File: config.mk
export PLATFORM = sky130hd
export DESIGN_NAME = alu_arbiter
export DESIGN_NICKNAME = d
export VERILOG_FILES = /design/src/rtl/alu_arbiter_pkg.sv /design/src/rtl/alu_arbiter_alu.sv /design/src/rtl/alu_arbiter.sv
export SDC_FILE = /design/constraint.sdc
export NUM_CORES = 1
export LEC_CHECK = 0
export CORE_MARGIN = 4
export CORE_UTILIZATION = 40
export DETAILED_ROUTE_END_ITERATION = 10
export GPL_TIMING_DRIVEN = 0
export PLACE_DENSITY = 0.61
export SYNTH_ARGS = -nofsm -noshare
export SYNTH_HDL_FRONTEND = slang
export SYNTH_HIERARCHICAL = 1
export SYNTH_SLANG_ARGS = --single-unit
File: constraint.sdc
create_clock -name clk -period 4.6 [get_ports clk]
set_input_delay 1.15 -clock clk [delete_from_list [all_inputs] [get_ports clk]]
set_output_delay 1.15 -clock clk [all_outputs]
set_load 0.05 [all_outputs]
File: src/rtl/alu_arbiter_pkg.sv
// Shared definitions for the alu arbiter: alu control codes, FSM states
// and a small id-to-one-hot helper.
package alu_arbiter_pkg;

   localparam logic [2:0] ALU_AND = 3'b000;
   localparam logic [2:0] ALU_OR  = 3'b001;
   localparam logic [2:0] ALU_ADD = 3'b010;
   localparam logic [2:0] ALU_SUB = 3'b110;
   localparam logic [2:0] ALU_SLT = 3'b111;

   typedef enum logic [1:0] {
      ST_IDLE = 2'b00,
      ST_EXEC = 2'b01,
      ST_RESP = 2'b10
   } state_e;

   function automatic logic [1:0] id_onehot(input logic id);
      return id ? 2'b10 : 2'b01;
   endfunction

endpackage

File: src/rtl/alu_arbiter_alu.sv
// Combinational alu shared by both requesters; slt is a signed compare and
// undefined control codes produce zero.
module alu_arbiter_alu
   import alu_arbiter_pkg::*;
#(
   parameter int WIDTH = 32
) (
   input  logic [WIDTH-1:0] a_i,
   input  logic [WIDTH-1:0] b_i,
   input  logic [2:0]       control_i,
   output logic [WIDTH-1:0] result_o,
   output logic             zero_o
);

   logic [WIDTH-1:0] result_s;

   // Operation select
   always_comb begin
      result_s = '0;
      case (control_i)
         ALU_AND: result_s = a_i & b_i;
         ALU_OR:  result_s = a_i | b_i;
         ALU_ADD: result_s = a_i + b_i;
         ALU_SUB: result_s = a_i - b_i;
         ALU_SLT: result_s = {{(WIDTH-1){1'b0}}, ($signed(a_i) < $signed(b_i))};
         default: result_s = '0;
      endcase
   end

   assign result_o = result_s;
   assign zero_o   = (result_s == '0);

endmodule

File: src/rtl/alu_arbiter.sv
// Round-robin arbiter sharing one alu between two requesters, with
// valid/ready handshakes on both sides and one operation in flight.
module alu_arbiter
   import alu_arbiter_pkg::*;
#(
   parameter int WIDTH = 32
) (
   input  logic             clk,
   input  logic             rst,
   input  logic [1:0]       req_valid,
   output logic [1:0]       req_ready,
   input  logic [WIDTH-1:0] req_a0,
   input  logic [WIDTH-1:0] req_b0,
   input  logic [2:0]       req_ctrl0,
   input  logic [WIDTH-1:0] req_a1,
   input  logic [WIDTH-1:0] req_b1,
   input  logic [2:0]       req_ctrl1,
   output logic [1:0]       rsp_valid,
   input  logic [1:0]       rsp_ready,
   output logic [WIDTH-1:0] rsp_result,
   output logic             rsp_zero,
   output logic             busy
);

   state_e           state_q;
   logic             id_q;
   logic             last_grant_q;
   logic [WIDTH-1:0] a_q, b_q;
   logic [2:0]       ctrl_q;
   logic [WIDTH-1:0] rsp_result_q;
   logic             rsp_zero_q;
   logic [1:0]       rsp_valid_q;
   logic             busy_q;

   logic             grant_s;
   logic [1:0]       req_ready_s;
   logic [WIDTH-1:0] a_d, b_d;
   logic [2:0]       ctrl_d;
   logic [WIDTH-1:0] alu_result_s;
   logic             alu_zero_s;

   // Grant selection; on contention the requester not served last wins
   always_comb begin
      grant_s     = 1'b0;
      req_ready_s = 2'b00;
      case (req_valid)
         2'b01:   grant_s = 1'b0;
         2'b10:   grant_s = 1'b1;
         2'b11:   grant_s = ~last_grant_q;
         default: grant_s = 1'b0;
      endcase
      if ((state_q == ST_IDLE) && (req_valid != 2'b00)) begin
         req_ready_s = id_onehot(grant_s);
      end else begin
         req_ready_s = 2'b00;
      end
   end

   // Operand mux feeding the operand registers
   always_comb begin
      a_d    = a_q;
      b_d    = b_q;
      ctrl_d = ctrl_q;
      if (grant_s) begin
         a_d    = req_a1;
         b_d    = req_b1;
         ctrl_d = req_ctrl1;
      end else begin
         a_d    = req_a0;
         b_d    = req_b0;
         ctrl_d = req_ctrl0;
      end
   end

   alu_arbiter_alu #(.WIDTH(WIDTH)) u_alu (
      .a_i       (a_q),
      .b_i       (b_q),
      .control_i (ctrl_q),
      .result_o  (alu_result_s),
      .zero_o    (alu_zero_s)
   );

   // Arbitration FSM with registered response and busy outputs
   always_ff @(posedge clk or posedge rst) begin
      if (rst) begin
         state_q      <= ST_IDLE;
         id_q         <= 1'b0;
         last_grant_q <= 1'b1;
         a_q          <= '0;
         b_q          <= '0;
         ctrl_q       <= 3'b000;
         rsp_result_q <= '0;
         rsp_zero_q   <= 1'b0;
         rsp_valid_q  <= 2'b00;
         busy_q       <= 1'b0;
      end else begin
         case (state_q)
            ST_IDLE: begin
               if (req_ready_s != 2'b00) begin
                  a_q          <= a_d;
                  b_q          <= b_d;
                  ctrl_q       <= ctrl_d;
                  id_q         <= grant_s;
                  last_grant_q <= grant_s;
                  busy_q       <= 1'b1;
                  state_q      <= ST_EXEC;
               end else begin
                  state_q <= ST_IDLE;
               end
            end
            ST_EXEC: begin
               rsp_result_q <= alu_result_s;
               rsp_zero_q   <= alu_zero_s;
               rsp_valid_q  <= id_onehot(id_q);
               state_q      <= ST_RESP;
            end
            ST_RESP: begin
               if (rsp_ready[id_q]) begin
                  rsp_valid_q <= 2'b00;
                  busy_q      <= 1'b0;
                  state_q     <= ST_IDLE;
               end else begin
                  state_q <= ST_RESP;
               end
            end
            default: begin
               rsp_valid_q <= 2'b00;
               busy_q      <= 1'b0;
               state_q     <= ST_IDLE;
            end
         endcase
      end
   end

   assign req_ready  = req_ready_s;
   assign rsp_valid  = rsp_valid_q;
   assign rsp_result = rsp_result_q;
   assign rsp_zero   = rsp_zero_q;
   assign busy       = busy_q;

endmodule

==> results by group, run 1 <==
Logic synthesis
  • Sequential element share of the synthesized area: 26.3%
  • Post-synth EDFFs: 0
  • Synth unique cells: 79
  • Synth top area share: 26.0%
  • Post-synth net total: 1,461
  • Synth Area in Simple Gates: 19.3%
  • Average size of a mapped cell: 8.34 um2
  • Largest family of logic cells by synthesized area: compound AO/OA/AOI/OAI gates
  • Synth Area in Adders: 12.4%
  • Synth warn: 6
  • Multiplexer area fraction after synthesis: 4.53%
  • Cell taking the most area after synthesis: dfrtp_1
  • Synth Instances: 1,221
  • Post-synthesis compound-gate area fraction: 27.8%
  • Post-Synth XOR/XNOR Area: 1.38%
  • Top area cells in the synthesized netlist: dfrtp_1 (26%), ha_1 (12%), a221o_1 (6.9%)
  • Commonest register cell after synthesis: dfrtp_1
  • Post-synth ARST share: 100%
  • Syn Std Cell Area: 10,200 um2
  • FF+latch count, synth: 107

STA
  • Final setup fails: 0
  • Clock skew: 0.0134 ns
  • Slew of the pin with the lowest slew margin: 0.956 ns
  • Fmax: 223 MHz
  • Min cycle time layout: 4.48 ns
  • Final Hold Viols: 0
  • Count of pins over their slew limit: 0
  • Max transition margin: 36.2%
  • Period utilization: 97.3%
  • Final setup margin: 0.125 ns
  • Unrepaired setup endpoints after global routing: no

Global route
  • Number of global-route vias before repair: 10,100
  • First-pass GRT wire length: 60,700 um
  • GRT Overall Usage: 27.8%
  • Antenna violations before repair: 0
  • Pin count of the biggest net entering global routing: 66
  • GRT overflow: 0

Drt
  • DRT Pass-1 Iters: 6
  • Wire length per cell after detailed routing: 23.1 um
  • DR DRC count: 0
  • Starting DRT DRC Count: 787
  • Total number of vias: 10,300
  • Final WL: 40,300 um
  • Vias per cell: 5.92
  • Antenna Nets Post-Route: 0

Floorplanning
  • Initial Util: 40.6%
  • Placeable core region: 25,100 um2
  • Die height: 168 um
  • Full die area: 28,100 um2
  • Die X: 168 um
  • Ports: 178
  • Row Count: 58

Placement
  • Dpl cells: 1,728
  • I/O Buffers: 176
  • Detail Placement HPWL: 33,000 um
  • Pre-CTS setup slack: -0.0977 ns
  • Gp weighted congestion: 1.00

Min path
  • Worst Hold Path Cells: 1
  • Hold Path Class: reg2reg

Setup path
  • CP max FO: 9
  • R2R cell count: 15
  • Startpoint Class: register
  • Crit end category: register
  • Critical path class: reg2reg
  • Worst path required time: 4.86 ns
  • WP data arrival: 4.74 ns

Clock network
  • Clock Path Buffers: 2
  • H-tree levels: 3
  • Skew-Pair Late Insertion Delay: 0.37 ns
  • Clk sinks: 107
  • CTS root buffer: clkbuf_16
  • CTS clk-pin slew, worst paths: 0.08 ns
  • Num CTS Buffers: 9
  • CTS tree: done

Final layout
  • Layout Nets: 1,650
  • Share of cells above drive strength 1: 10.9%
  • N_diodes: 0
  • Finished Layout Cells: 1,745
  • Area Overhead vs Synth: 25.3%

Status
  • Status: complete, no violations

Power
  • Power, Total: 11.5 mW
  • Worst vdd ir: 0.000339 V
  • Power per cell area: 898 nW/um2
  • Leak: 5.50 nW

Job
  • MaxCap Viol Count: 0
through the flow:
step | hold WS (ns) | setup TNS (ns) | util (%) | area, um2
after detailed placement | 0.492 | -0.0977 | 49.3 | 12400
final | 0.508 | 0 | 50.8 | 12800
after floorplan | 0.478 | 0 | - | 10200
after global placement | 0.487 | -129.84 | 49.2 | 12400
after global routing | 0.519 | 0 | 50.8 | 12800
after CTS | 0.511 | 0 | 50.6 | 12700
power by group:
| part | internal [mW] | switching [mW] | leakage, nW |
|---|---|---|---|
| sequential | 1.38 | 0.522 | 1.34 |
| clock | 0.438 | 0.434 | 0.152 |
| combinational | 3.13 | 5.56 | 4.01 |
| total | 4.95 | 6.51 | 5.50 |
cell usage in the layout (no fill, tap or decap), types with 5 or more instances in the layout:
cell	n
buf_2	29
o211ai_1	12
o21ai_0	49
clkbuf_16	9
o31ai_1	13
clkdlybuf4s50_1	176
xnor2_1	14
buf_1	5
mux2_2	33
nand3_1	16
a211oi_1	25
o21a_1	11
o22ai_1	13
inv_1	102
nor4_1	16
buf_6	8
or3_1	6
a211o_1	7
a221o_1	70
nor2_1	60
nand2_1	133
nand4_1	13
o21bai_1	6
nor2b_1	13
and3_1	5
mux2i_1	9
clkbuf_1	42
a31oi_1	9
nor3_1	58
and2_1	5
a21o_1	21
ha_1	98
dfrtp_1	106
a21oi_1	77
or2_2	5
nor3_2	31
logic make-up (layout without fill, tap and decap cells):
group | after synthesis | in the layout
AND/OR/NAND/NOR | 383 | 383
AO/OA/AOI/OAI | 379 | 379
buffers and inverters | 194 | 388
flip-flops | 107 | 107
adder cells (fa/ha/maj) | 100 | 100
multiplexers | 42 | 42
XOR/XNOR | 16 | 16
synth_stat cells, types with 5 or more instances:
cell,number
a2111oi_0,5
a211o_1,7
a211oi_1,26
a21o_1,21
a21oi_1,77
a221o_1,70
a31oi_1,9
and2_1,5
and3_1,5
buf_1,6
buf_2,29
buf_6,8
clkbuf_1,42
dfrtp_1,106
ha_1,98
inv_1,103
mux2_2,33
mux2i_1,9
nand2_1,133
nand3_1,16
nand4_1,13
nor2_1,61
nor2b_1,13
nor3_1,59
nor3_2,30
nor4_1,18
o211ai_1,12
o21a_1,11
o21ai_0,50
o21bai_1,6
o22ai_1,13
o31ai_1,14
or2_2,5
or3_1,6
xnor2_1,14
sequential cells by signal (all words and copies together) (netlist names), 2 cells and up:
signal	flops
a_q	32
b_q	32
ctrl_q	3
rsp_result	32
rsp_valid	2
state_q	2
metal layers:
metal | wire length (um) | track usage, % | part of all wire, %
met2 | 17200 | 42.2 | 43
met5 | 0 | 0 | 0
met3 | 3220 | 6.09 | 8.0
met4 | 948 | 7.66 | 2.4
met1 | 18900 | 40.1 | 47
repair_timing:
item	in CTS	in global routing
setup endpoints to repair	1	3
gates resized for setup	1	10
buffers inserted	0	1
hold buffers	0	0
cell type report:
type / instances / area [um2]
Sequential cell: 107 / 2680
Clock buffer: 9 / 225
Fill cell: 2512 / 12300
Tap cell: 330 / 413
Timing Repair Buffer: 178 / 1800
Buffer: 90 / 449
Clock inverter: 7 / 96.3
Inverter: 104 / 393
Multi-Input combinational cell: 920 / 6710
critical path, stage by stage, from the launching register on:
cell and delay, ns:
dfrtp_1 0.43, inv_1 0.09, ha_1 0.28, clkbuf_1 0.35, inv_1 0.23, a21oi_1 0.26
o31ai_1 0.17, a211o_1 0.35, o2111a_1 0.31, o21ai_1 0.43, o31ai_1 0.11, a211oi_1 0.31
xnor2_1 0.10, o21ai_0 0.55, nor4_2 0.11, mux2_2 0.28
path summary, 6_finish.rpt:
path                                     start              to  slack (ns)
worst max register to register         b_q[12]        rsp_zero        0.12
max in group asynchronous                  rst    last_grant_q        2.61
worst min register to register  rsp_result[17]  rsp_result[17]        0.51
worst max-delay path                   b_q[12]        rsp_zero        0.12
min in group asynchronous                  rst         a_q[28]        1.19
worst min-delay path            rsp_result[17]  rsp_result[17]        0.51
No activity file was read; power rests on OpenSTA's default activity.
==> inputs of run 2 (changes only) <==
--- a/config.mk
+++ b/config.mk
@@ -10,6 +10,7 @@
 export DETAILED_ROUTE_END_ITERATION = 10
 export GPL_TIMING_DRIVEN = 0
 export PLACE_DENSITY = 0.61
+export SKIP_LAST_GASP = 1
 export SYNTH_ARGS = -nofsm -noshare
 export SYNTH_HDL_FRONTEND = slang
 export SYNTH_HIERARCHICAL = 1
==> results of run 2 <==
Final layout, timing and power as in run 1 (identical DEF).
